==> src/rtl/gp_pkg.sv <==
// Shared graphics-processor definitions: frame-buffer geometry, DRAM command codes,
// fill FSM states and the burst address helper shared with the line engine.
package gp_pkg;

  localparam int unsigned FB_WIDTH      = 800;
  localparam int unsigned FB_HEIGHT     = 600;
  localparam int unsigned FB_ROW_STRIDE = 1024;

  localparam int unsigned CNT_W       = $clog2(FB_ROW_STRIDE);
  localparam int unsigned XBLK_W      = CNT_W - 3;
  localparam int unsigned FRAME_SEL_W = 6;
  localparam int unsigned ADDR_W      = 31;
  localparam int unsigned CMD_W       = 3;
  localparam int unsigned COLOR_W     = 24;
  localparam int unsigned FRAME_W     = 32;
  localparam int unsigned DATA_W      = 128;
  localparam int unsigned MASK_W      = 16;

  localparam logic [CMD_W-1:0] AF_CMD_WRITE = 3'b000;

  typedef enum logic [1:0] {
    FF_IDLE = 2'd0,
    FF_W1   = 2'd1,
    FF_W2   = 2'd2
  } ff_state_e;

  // x_blk is the pixel column divided by 8 (one 8-pixel burst per step)
  function automatic logic [ADDR_W-1:0] fb_burst_addr(
    input logic [FRAME_SEL_W-1:0] frame_sel,
    input logic [XBLK_W-1:0]      x_blk,
    input logic [CNT_W-1:0]       y
  );
    return {6'b0, frame_sel, y, x_blk, 2'b00};
  endfunction

endpackage

==> src/rtl/frame_filler_fill_addr_gen.sv <==
// Raster x/y burst counters for the frame fill; produces the current burst address
// and flags the final burst of the frame.
module fill_addr_gen
  import gp_pkg::*;
#(
  parameter int unsigned WIDTH  = FB_WIDTH,
  parameter int unsigned HEIGHT = FB_HEIGHT
) (
  input  logic                   clk,
  input  logic                   rst,
  input  logic                   step,
  input  logic                   clear,
  input  logic [FRAME_SEL_W-1:0] frame_sel,
  output logic                   last,
  output logic [ADDR_W-1:0]      addr
);

  localparam logic [CNT_W-1:0] X_LAST = CNT_W'(WIDTH - 8);
  localparam logic [CNT_W-1:0] Y_LAST = CNT_W'(HEIGHT - 1);

  logic [CNT_W-1:0] x_q, x_d;
  logic [CNT_W-1:0] y_q, y_d;

  // x steps by one burst; wrapping x advances y
  always_comb begin
    x_d = x_q;
    y_d = y_q;
    if (clear) begin
      x_d = '0;
      y_d = '0;
    end else if (step) begin
      if (x_q == X_LAST) begin
        x_d = '0;
        y_d = (y_q == Y_LAST) ? '0 : y_q + CNT_W'(1);
      end else begin
        x_d = x_q + CNT_W'(8);
      end
    end
  end

  always_ff @(posedge clk) begin
    if (rst) begin
      x_q <= '0;
      y_q <= '0;
    end else begin
      x_q <= x_d;
      y_q <= y_d;
    end
  end

  assign last = (x_q == X_LAST) && (y_q == Y_LAST);
  assign addr = fb_burst_addr(frame_sel, x_q[CNT_W-1:3], y_q);

endmodule

==> src/rtl/frame_filler.sv <==
// Fills a whole frame buffer with one colour: two 128-bit write beats and one
// address entry per 8-pixel burst, pushed into the DRAM request controller FIFOs.
module frame_filler
  import gp_pkg::*;
#(
  parameter int unsigned WIDTH  = FB_WIDTH,
  parameter int unsigned HEIGHT = FB_HEIGHT
) (
  input  logic               clk,
  input  logic               rst,
  input  logic               valid,
  input  logic [COLOR_W-1:0] color,
  input  logic [FRAME_W-1:0] frame,
  output logic               ready,
  input  logic               af_full,
  input  logic               wdf_full,
  output logic               af_wr_en,
  output logic [CMD_W-1:0]   af_cmd_din,
  output logic [ADDR_W-1:0]  af_addr_din,
  output logic               wdf_wr_en,
  output logic [DATA_W-1:0]  wdf_din,
  output logic [MASK_W-1:0]  wdf_mask_din
);

  ff_state_e              state_q, state_d;
  logic [COLOR_W-1:0]     color_q, color_d;
  logic [FRAME_SEL_W-1:0] frame_q, frame_d;
  logic                   gen_step;
  logic                   gen_clear;
  logic                   gen_last;
  logic                   unused_frame_c;

  // only the frame-select field of the base is meaningful to the address map
  assign unused_frame_c = ^{frame[31:28], frame[21:0]};

  fill_addr_gen #(
    .WIDTH  (WIDTH),
    .HEIGHT (HEIGHT)
  ) u_addr_gen (
    .clk       (clk),
    .rst       (rst),
    .step      (gen_step),
    .clear     (gen_clear),
    .frame_sel (frame_q),
    .last      (gen_last),
    .addr      (af_addr_din)
  );

  // next state and FIFO enables; W1 pushes the address and beat 0 together or not at all
  always_comb begin
    state_d   = state_q;
    color_d   = color_q;
    frame_d   = frame_q;
    gen_step  = 1'b0;
    gen_clear = 1'b0;
    ready     = 1'b0;
    af_wr_en  = 1'b0;
    wdf_wr_en = 1'b0;
    case (state_q)
      FF_IDLE: begin
        ready = 1'b1;
        if (valid) begin
          color_d   = color;
          frame_d   = frame[27:22];
          gen_clear = 1'b1;
          state_d   = FF_W1;
        end
      end
      FF_W1: begin
        if (!af_full && !wdf_full) begin
          af_wr_en  = 1'b1;
          wdf_wr_en = 1'b1;
          state_d   = FF_W2;
        end
      end
      FF_W2: begin
        if (!wdf_full) begin
          wdf_wr_en = 1'b1;
          if (gen_last) begin
            state_d = FF_IDLE;
          end else begin
            gen_step = 1'b1;
            state_d  = FF_W1;
          end
        end
      end
      default: state_d = FF_IDLE;
    endcase
  end

  always_ff @(posedge clk) begin
    if (rst) begin
      state_q <= FF_IDLE;
      color_q <= '0;
      frame_q <= '0;
    end else begin
      state_q <= state_d;
      color_q <= color_d;
      frame_q <= frame_d;
    end
  end

  assign af_cmd_din   = AF_CMD_WRITE;
  assign wdf_din      = {4{8'h00, color_q}};
  assign wdf_mask_din = '0;

endmodule

==> config.mk <==
export PLATFORM = sky130hd
export DESIGN_NAME = frame_filler
export DESIGN_NICKNAME = d
export VERILOG_FILES = /design/src/rtl/gp_pkg.sv /design/src/rtl/frame_filler_fill_addr_gen.sv /design/src/rtl/frame_filler.sv
export SDC_FILE = /design/constraint.sdc
export NUM_CORES = 1
export LEC_CHECK = 0
export ABC_AREA = 1
export CORE_MARGIN = 2
export CORE_UTILIZATION = 37
export CTS_BUF_LIST = sky130_fd_sc_hd__clkbuf_16
export CTS_CLUSTER_SIZE = 25
export DETAILED_ROUTE_END_ITERATION = 16
export GPL_TIMING_DRIVEN = 0
export PLACE_DENSITY = 0.93
export SKIP_LAST_GASP = 1
export SLEW_MARGIN = 20
export SYNTH_ARGS = -nofsm -noshare
export SYNTH_HDL_FRONTEND = slang
export SYNTH_SLANG_ARGS = --single-unit
==> constraint.sdc <==
create_clock -name clk -period 3.1 [get_ports clk]
set_clock_uncertainty 0.1 [all_clocks]
set_input_delay 0.31 -clock clk [delete_from_list [all_inputs] [get_ports clk]]
set_output_delay 0.31 -clock clk [all_outputs]
set_load 0.05 [all_outputs]
## After elaboration in Yosys (flattened, before gate mapping)

Cells that the tools add are included.
W data, S select, Z words.

| operators by class | value |
|---|---|
| $add $sub $neg | 2 |
| eq/ne operators | 7 |
| mux-type cells | 17 |
| reduce and logical (&&, ||, !) cells | 9 |

Operators by type and width:

| operator | number |
|---|---|
| $eq A10 B10 Y1 const B | 2 |
| $mux W10 | 2 |
| $add A10 B1 Y10 const B | 1 |
| $add A10 B4 Y10 const B | 1 |
| $mux W1 | 10 |
| $mux W2 | 3 |
| $ne A2 B2 Y1 const B | 3 |
| $pmux W2 S3 | 1 |
| $reduce_and A2 Y1 | 2 |
| $reduce_and A3 Y1 | 1 |
| $eq A2 B1 Y1 const B | 1 |
| $eq A2 B2 Y1 const B | 1 |
| $logic_and A1 B1 Y1 | 2 |
| $logic_not A1 Y1 | 2 |
| $logic_not A2 Y1 | 1 |
| $pmux W1 S2 | 1 |
| $reduce_or A2 Y1 | 1 |

| storage, ports and cells | value |
|---|---|
| register bits | 52 |
| output and inout bits | 181 |
| word-level logic and storage cells | 40 |

## Depth between registers and ports, before layout

| logic depth | value |
|---|---|
| depth after elaboration | 6 |
| mapped depth | 11 |

## By module

Synthesis repeated with hierarchy kept, for this count alone.

| second synthesis, totals | value |
|---|---|
| cell total of the unflattened synthesis | 442 |
| area total of the unflattened synthesis | 3256.9 um2 |

Modules (own cells, without submodules):

| module | instances | cells each | area an instance (um2) | seq. area each (um2) |
|---|---|---|---|---|
| frame_filler | 1 | 294 | 2212.1 | 640.6 |
| fill_addr_gen | 1 | 148 | 1044.8 | 340.3 |

## Worst setup path after synthesis

No wires, ideal clock.

| path | value |
|---|---|
| path kind | flip-flop to output port |
| start | register state_q[1] |
| end | output port wdf_wr_en |
| arrival time | 2.189 ns |
| path slack | 0.501 ns |
| cell stages (with the launch flop) | 6 |
| cell sequence | dfxtp_1 inv_1 ha_1 inv_1 nor3_1 o21a_1 |

| between the ends | value |
|---|---|
| cells in the longest elaborated chain, start to end | 2 |
| elaborated cells between the ends (all ways) | 3 |
| classes of those cells | eq/ne: 2; mux: 1 |

RTL lines:

| element | RTL line | text |
|---|---|---|
| start: declaration | frame_filler.sv:25 | `ff_state_e state_q, state_d;` |
| start signal: assignment | frame_filler.sv:97 | `state_q <= state_d;` |
| $eq A2 B2 Y1 / $eq A2 B1 Y1 (equally long branches) | frame_filler.sv:59 | `case (state_q)` |
| $pmux W1 S2 (*) | frame_filler.sv:59 |  |
| end: declaration | frame_filler.sv:20 | `output logic wdf_wr_en,` |

Mark *: on every way between the ends. The rest lies on a longest branch, timed or not.

## Worst setup path in the final report

| path | value |
|---|---|
| start | register state_q[0] |
| end | output port wdf_wr_en |

The elaborated chain is that of the path after synthesis.

==> out/summary.txt <==
I/O pin count = 242
FILL cells = 715
largest net degree at the start of global routing = 15
CP startpoint = state_q[0]
post-synthesis sequential area ratio = 0.3019
CTS buffer count = 5
ANT cells = 0
clock slew at reported path FFs = 0.06 ns
post-cts hold buffer count = 0
fin util = 0.6168
kind of critical path = register to output port
post_cts resized = 0
FP Rows = 34
Seq cells post-synth = 49
Setup violations, final = 0
cell count after synthesis = 442
worst skew pair latency = 0.28 ns
Pint = 2.277 mW
CTS tree = done
Cell Area, Placed = 5164 um^2
worst r2r dst = u_addr_gen.y_q[9]
Finished Cell Area = 5326 um^2
status = completed
Initial DRC Count = 77
largest cells by area after synthesis = buf_4, dfxtp_1, nor2_1
core box area = 8636 um^2
worst path cell trace = inv_1 -> ha_1 -> inv_1 -> nor2_4 -> o21a_1 -> clkdlybuf4s50_1
# clock sinks = 49
RSZ-0062 raised after global routing = false
clock share of power = 0.125
Global Route Usage Sum = 0.1663
Ys Warns = 0
clock root cell = clkbuf_16
die width = 97.71 um
CP Capture Type = output port
drt wl/cell = 11.00 um
Layout area overhead = 63.92%
IO buf count = 156
initial core utilization = 0.3763
worst path required time = 2.69 ns
first-pass GRT wire length = 13,250 um
grt total ovfl = 0
vias in the first global route = 2,815
Crit path top cell by count = inv_1
Worst Tran Pin Value = 0.5534 ns
Logic pwr share = 0.681
Post-CTS Setup Inserts = 0
Max Freq = 389.2 MHz
Net Sw Power = 2.426 mW
WL final = 8492 um
Vias/cell = 4.040
crit path launch type = register
antenna violations before repair = 0
cell count along the critical path = 6
Seq pwr share = 0.194
max_cap viols = 0
GP Congestion = 0.8665
DR DRC count = 0
worst hold path class = register to register
final worst path period need = 2.569 ns
die height = 97.71 um
RR Startpoint = state_q[0]
final hold viol count = 0
Nets = 731
largest area contributor in the netlist = buf_4
Routed Antenna Nets = 0
PwrDens = 882.9 nW/um^2
r2r worst-path depth = 9
Detailed Place HPWL = 7023 um
mapped cell area = 3249 um^2
Mapped Avg Cell Area = 7.352 um^2
Max Slew Vio Count = 0
Final Non-Filler Cells = 772
Via Count = 3,119
period utilization = 0.8288
H-tree Lvls = 2
setup TNS = 0 ns
Worst path max stage delay = 0.80 ns
CP endpoint = wdf_wr_en
switching fraction of total power = 0.5158
CP bufs+invs = 3
critical path's slowest cell = clkdlybuf4s50_1
worst-path fanout max = 5
first drt pass iteration count = 4
Cell variety after synth = 26
Leakage = 2.478 nW
setup slack, reg-to-reg = 1.08 ns
delay-heaviest family, CP = buffers and inverters
Arr. time, crit path = 2.16 ns
Placed Instances = 764
CTS max path bufs = 2
peak supply drop = 0.0003572 V
area share of the largest cell type after synthesis = 0.3027
die area = 9547 um^2
Slew Limit Headroom = 0.6299
share of layout cells above drive strength 1 = 0.2410
## tightest hold or removal path, cell delays in order, from the launching register on
cell and delay (ns):
dfxtp_1 0.33, nor2_1 0.05, nor2_1 0.08
## logic make-up (layout without fill, tap and decap cells)
family                   after synthesis  in the layout  share of synthesized area
XOR/XNOR                               5              5                    0.01348
buffers and inverters                175            339                     0.3543
AO/OA/AOI/OAI                         59             59                    0.09665
flip-flops                            49             49                     0.3019
other                                  1             59                   0.001154
AND/OR/NAND/NOR                      146            146                     0.2056
adder cells (fa/ha/maj)                7              7                    0.02695
## registers in the layout, summed over array words and instances, names as in the netlist
register,count
color_q,24
u_addr_gen.y_q,10
u_addr_gen.x_q,7
frame_q,6
state_q,2
## power groups by stage
stage / combinational, mW / sequential, mW / clock (mW)
after floorplan: 1.94 / 1.28 / 0
after global placement: 3.16 / 0.912 / 0
after detailed placement: 3.21 / 0.926 / 0
after CTS: 3.22 / 0.913 / 0.609
after global routing: 3.34 / 0.935 / 0.635
final: 3.20 / 0.911 / 0.590
## cells in the final DEF (no fill, tap or decap), types with 7 or more instances in the layout
master,instances
clkdlybuf4s50_1,156
buf_4,131
nor2_1,75
conb_1,59
dfxtp_1,49
nand2_1,42
o21ai_0,35
inv_1,31
a21oi_1,11
nand3_1,10
o21ai_1,9
clkbuf_1,9
ha_1,7
## final cells by class
class                      count  area (um^2)  area share
timing repair buffer         156         1562      0.2932
buffer                       140         1017      0.1910
clock inverter                 3        37.54    0.007047
inverter                      35        133.9     0.02513
clock buffer                   5        125.1     0.02349
tap                          108        135.1     0.02537
sequential                    49        980.9      0.1842
multi-input combinational    276         1335      0.2506
## cell usage after synthesis
cell / number
inv_2: 4
nand2_4: 2
inv_4: 1
nor2_4: 4
o21ai_4: 1
nand2_2: 3
nand3_4: 2
nor2_2: 4
o21ai_1: 9
nor3_1: 2
dfxtp_1: 49
o21bai_1: 2
clkbuf_1: 9
conb_1: 1
nand2_1: 42
or2_2: 1
o21a_1: 1
buf_4: 131
nor2_1: 75
ha_1: 7
a21oi_1: 11
nand3_1: 10
inv_1: 30
nor3_4: 1
o21ai_0: 35
xor2_1: 5
## how the worst min path moves through the flow
stage / from / to / slack (ns) / cells after the start
after floorplan: color[0] / color_q[0] / 0.38 / 2
after global placement: frame_q[4] / frame_q[4] / 0.36 / 2
after detailed placement: frame_q[2] / frame_q[2] / 0.38 / 2
after CTS: frame_q[2] / frame_q[2] / 0.39 / 2
after global routing: frame_q[0] / frame_q[0] / 0.42 / 2
final: frame_q[2] / frame_q[2] / 0.39 / 2
## through the flow
stage | setup WS (ns) | power, mW | hold slack [ns]
2_1_floorplan | 0.5008 | 3.214 | 0.3767
5_1_grt | 0.4490 | 4.913 | 0.4183
4_1_cts | 0.5097 | 4.738 | 0.3940
6_report | 0.5309 | 4.703 | 0.3914
3_3_place_gp | 0.6427 | 4.074 | 0.3646
3_5_place_dp | 0.6112 | 4.137 | 0.3793
## routing by layer
metal / share of wire / GRT usage / vias to the layer above
li1: - / - / 1618
met1: 0.39 / 0.1765 / 1363
met2: 0.53 / 0.3284 / 126
met3: 0.063 / 0.03957 / 12
met4: 0.012 / 0.03846 / 0
met5: 0 / 0 / -
Note: power is estimated with default switching activity, not from simulation.
